[src/rtl/cic3_row_readout.sv]
// Readout stage for the CIC3 filter row: snapshots every channel on capture and
// streams the enabled channels over valid/ready, tagged with channel index and frame ID.
module cic3_row_readout #(
    parameter int NUM_CH = 24,
    parameter int DW     = 25,
    parameter int FID_W  = 8
) (
    input  logic                 clk,
    input  logic                 reset_n,
    input  logic [NUM_CH*DW-1:0] din,
    input  logic                 capture,
    input  logic [NUM_CH-1:0]    chan_en,
    input  logic                 clr_overrun,
    output logic [DW-1:0]        dout,
    output logic [4:0]           dout_idx,
    output logic [FID_W-1:0]     dout_fid,
    output logic                 dout_valid,
    output logic                 dout_last,
    input  logic                 dout_ready,
    output logic                 busy,
    output logic                 overrun
);

    typedef enum logic {IDLE, SEND} state_t;

    state_t              state;
    logic [DW-1:0]       snap [NUM_CH];
    logic [NUM_CH-1:0]   mask;
    logic [4:0]          idx;

    logic [NUM_CH-1:0]   mask_above;
    logic [4:0]          next_idx;
    logic [4:0]          first_idx;
    logic                hs;
    logic                final_hs;
    logic                accept;
    logic                drop;

    function automatic logic [4:0] lowest_set(input logic [NUM_CH-1:0] v);
        logic [4:0] r;
        r = '0;
        for (int i = NUM_CH - 1; i >= 0; i--) begin
            if (v[i]) r = 5'(i);
        end
        return r;
    endfunction

    function automatic logic [NUM_CH-1:0] bits_above(input logic [NUM_CH-1:0] v,
                                                     input logic [4:0] pos);
        logic [NUM_CH-1:0] r;
        r = '0;
        for (int i = 0; i < NUM_CH; i++) begin
            if (i > int'(pos)) r[i] = v[i];
        end
        return r;
    endfunction

    assign mask_above = bits_above(mask, idx);
    assign next_idx   = lowest_set(mask_above);
    assign first_idx  = lowest_set(chan_en);

    assign dout_valid = (state == SEND);
    assign busy       = (state == SEND);
    assign dout_idx   = idx;
    assign dout_last  = (state == SEND) && !(|mask_above);

    assign hs       = dout_valid && dout_ready;
    assign final_hs = hs && dout_last;
    // A capture can only join the stream when the previous frame finishes this cycle.
    assign accept   = capture && ((state == IDLE) || final_hs);
    assign drop     = capture && (state == SEND) && !final_hs;

    always_ff @(posedge clk or negedge reset_n) begin
        if (!reset_n) begin
            state    <= IDLE;
            mask     <= '0;
            idx      <= '0;
            dout     <= '0;
            dout_fid <= '0;
            overrun  <= 1'b0;
            for (int k = 0; k < NUM_CH; k++) snap[k] <= '0;
        end else begin
            if (accept && (|chan_en)) begin
                for (int k = 0; k < NUM_CH; k++) snap[k] <= din[DW*k +: DW];
                mask     <= chan_en;
                idx      <= first_idx;
                dout     <= din[DW*int'(first_idx) +: DW];
                dout_fid <= dout_fid + 1'b1;
                state    <= SEND;
            end else if (final_hs) begin
                state <= IDLE;
            end else if (hs) begin
                // dout is preloaded so the word stays registered while skipping disabled channels.
                idx  <= next_idx;
                dout <= snap[next_idx];
            end

            if (drop) overrun <= 1'b1;
            else if (clr_overrun) overrun <= 1'b0;
        end
    end

endmodule

[config.mk]
export PLATFORM = sky130hd
export DESIGN_NAME = cic3_row_readout
export DESIGN_NICKNAME = d
export VERILOG_FILES = /design/src/rtl/cic3_row_readout.sv
export SDC_FILE = /design/constraint.sdc
export NUM_CORES = 2
export LEC_CHECK = 0
export BUFFER_PORTS_ARGS = -buffer_cell sky130_fd_sc_hd__buf_2
export CELL_PAD_IN_SITES_DETAIL_PLACEMENT = 1
export CELL_PAD_IN_SITES_GLOBAL_PLACEMENT = 2
export CORE_AREA = 10 10 371 373
export CTS_CLUSTER_SIZE = 25
export DETAILED_ROUTE_END_ITERATION = 8
export DIE_AREA = 0 0 381 383
export PLACE_DENSITY_LB_ADDON = 0.1
export SETUP_SLACK_MARGIN = 0.15
export SLEW_MARGIN = 20
export SYNTH_ARGS = -nofsm -noshare
export SYNTH_HDL_FRONTEND = slang
export SYNTH_SLANG_ARGS = --single-unit
[constraint.sdc]
create_clock -name clk -period 2.6 [get_ports clk]
set_input_delay 0.39 -clock clk [delete_from_list [all_inputs] [get_ports clk]]
set_output_delay 0.39 -clock clk [all_outputs]
set_load 0.02 [all_outputs]
==> flow_summary.ini <==
[route]
wirelength_um = 242000
vias = 44800
post_drt_wl_per_cell_um = 28.5
met1_length_um = 102000
ant_nets = 0
drt_iter0_drc = 3992
firstDrtPassIters = 5
wl_met3_um = 16500
wl_met2_um = 112000
drc = 0
top_layer_used = met5
viasPerCell = 5.28

[setup_path]
reg2regPathDepth = 14
rr_startpoint = dout_idx[2]
startpoint = chan_en[16]
crit_end = dout[13]
arrival_ns = 4.15
timing.rr.end = dout[16]
required_ns = 3.22
ff2ff_setup_slack_ns = -0.85
crit_fanout = 12
critPathLaunchType = primary input
critPathKind = primary input to flip-flop
timing.critical_path.to_type = flip-flop

[synth]
synth_top_flop_cell = dfrtp_1
synth-warning-count = 0
ys_types = 98
synth_compound_area_frac = 0.165
yosys.area_share.simple = 0.293
synthDominantCellAreaShare = 0.444
yosysSeqAreaShare = 0.444
async_flop_share = 1.00
syn_area_um2 = 37400
synth_edf_count = 0
synthCells = 4812
synth_area_leaders = dfrtp_1 44%, nand2_1 23%, mux2i_1 4.2%, a211oi_1 2.8%, o22ai_1 2.5%
synth-seq-cells = 663
synth_xor_area_frac = 0.00164
synthTopCellsByCount = 2315 x nand2_1, 663 x dfrtp_1, 169 x a21oi_1, 169 x clkbuf_1, 157 x mux2i_1
syn_nets = 5442
yosysTopAreaCell = dfrtp_1
synth_most_common_cell = nand2_1
synth_top_family_by_area = simple AND/OR/NAND/NOR gates
synth_fa_ha_area_frac = 0.000335
muxShareOfSynthArea = 0.0426
syn_avg_cell_area_um2 = 7.77

[placement]
io_buffers = 670
dp_hpwl_um = 176000
placed_cells = 7547
pre_cts_ws_ns = -1.76
gp_congestion = 0.913

[clocking]
clock_latency_ns = 0.70
numCtsBuffers = 86
clkTransAtPathRegs_ns = 0.06
cts-root-buf = clkbuf_16
cts_htree_levels = 3
cts-root-to-sink-buffers = 3
cts_num_sinks = 663
tritoncts = built

[global_route]
grt_pass1_vias = 47000
grt_max_degree = 90
grt.overflow.total = 0
grt_pass1_wl_um = 339000
antenna_found_initial = 58
track_usage = 0.314

[worst_hold_path]
min_path_type = primary input to flip-flop
worstHoldStart = chan_en[17]

[timing]
fmax_mhz = 283
fin_crit_ns = 3.53
slew-limit-headroom = 0.405
fin_ws_ns = -0.933
finalCritPeriodShare = 1.36
slew_violations = 0
setup_viol = 663
grt_setup_unrepaired = true
fin_tns_setup_ns = -341.39
tightestPinTransition_ns = 0.892
hold_viol_final = 0
worst_clock_skew_ns = 0.0284

[layout]
num-nets-final = 7265
filler_cell_count = 15500
fin_cells = 8493
drive_gt1_frac = 0.297
post-route-util = 0.466
synthToLayoutAreaGrowth_pct = 62.7

[outcome]
violations = negative setup slack
status = finished with violations

[pwr]
peakVddDrop_mv = 1.15
total_power_mw = 96.8
power_density_nw_per_um2 = 1590
power_leakage_nw = 30.1

[die]
die_w_um = 381
row_count = 133
core_um2 = 130000
dieArea_um2 = 146000
floorplan.initialDensity = 0.287
ioPinCount = 671
die_h_um = 383

[run]
cap_violations = 0
[flip-flops by register name (all words and copies together) (netlist names)]
register,flops
dout_idx,5
mask,23
overrun,1
dout,25
dout_fid,8
snap,600
busy,1
[critical path: stages]
cell and delay, ns:
buf_2 0.10, or2_2 0.29, a211oi_1 0.24, buf_4 0.18, a21oi_1 0.13, nor2_4 0.34
buf_12 0.26, buf_12 0.15, mux2i_1 0.16, o21ai_1 0.61, o22ai_1 0.37, buf_4 0.25
or4_1 0.44, a32oi_1 0.19
[per-layer routing]
metal / global-route usage / up-vias
met5: 0 / -
met4: 0.133 / 34
met3: 0.0592 / 456
met2: 0.511 / 1663
met1: 0.408 / 22600
li1: - / 20100
[power breakdown]
part	switching [mW]	total, mW	internal [mW]
Combinational	35.8	65.2	29.4
Clock	5.18	12.8	7.62
Sequential	3.55	18.8	15.3
[kinds of logic after synthesis]
family | after synthesis
AO/OA/AOI/OAI | 900
XOR/XNOR | 7
AND/OR/NAND/NOR | 2689
flip-flops | 663
multiplexers | 159
buffers and inverters | 393
adder cells (fa/ha/maj) | 1
[worst min-delay path by stage]
stage,end,slack [ns],cells past startpoint
after floorplan,busy,0.09,0
after global placement,mask[16],0.37,1
after detailed placement,mask[16],0.37,1
after CTS,snap[272],0.005,3
after global routing,snap[179],0.04,3
final,mask[17],0.06,4
[cell type report]
type                       instances  area (um^2)  area share
sequential                       663        16600       0.273
multi-input combinational       3757        20100       0.331
inverter                          13         52.6    0.000864
clock buffer                     134         2630      0.0432
clock inverter                    23          314     0.00516
tap                             1755         2200      0.0361
timing repair buffer            2114        18800       0.309
antenna                           34         85.1     0.00140
[placed cells by master (no fill, tap or decap), drive strengths merged, types with 9 or more instances in the layout]
master	n
inv	14
buf	1472
mux2i	157
nand2b	28
nor2	41
o211ai	15
nor4	13
a211oi	142
o22ai	150
or4	20
nor3	39
nand2	2318
and3	127
nand4	9
a32oi	27
o221a	26
a221oi	13
clkinv	12
dfrtp	663
or3	15
clkbuf	158
a21oi	170
a22o	65
dlygate4sd3	610
a31oi	115
nand3	44
diode	34
o21ai	91
[per-stage QoR]
stage / instance area [um^2] / hold WS (ns)
floorplan: 38700 / 0.0944
global placement: 48200 / 0.366
detailed placement: 48200 / 0.365
CTS: 59200 / 0.00454
global route: 60800 / 0.0439
finish: 60800 / 0.0584
[what timing repair did]
| item | 4_1_cts | 5_1_grt |
|---|---|---|
| buffers inserted | 63 | 40 |
| cloned | 18 | 24 |
| hold endpoints to repair | 654 | 0 |
| endpoints found under the setup margin | 664 | 664 |
| pin swaps | 38 | 31 |
| hold buffers | 610 | 0 |
| gates resized for setup | 181 | 140 |
(Power assumes the default switching activity.)
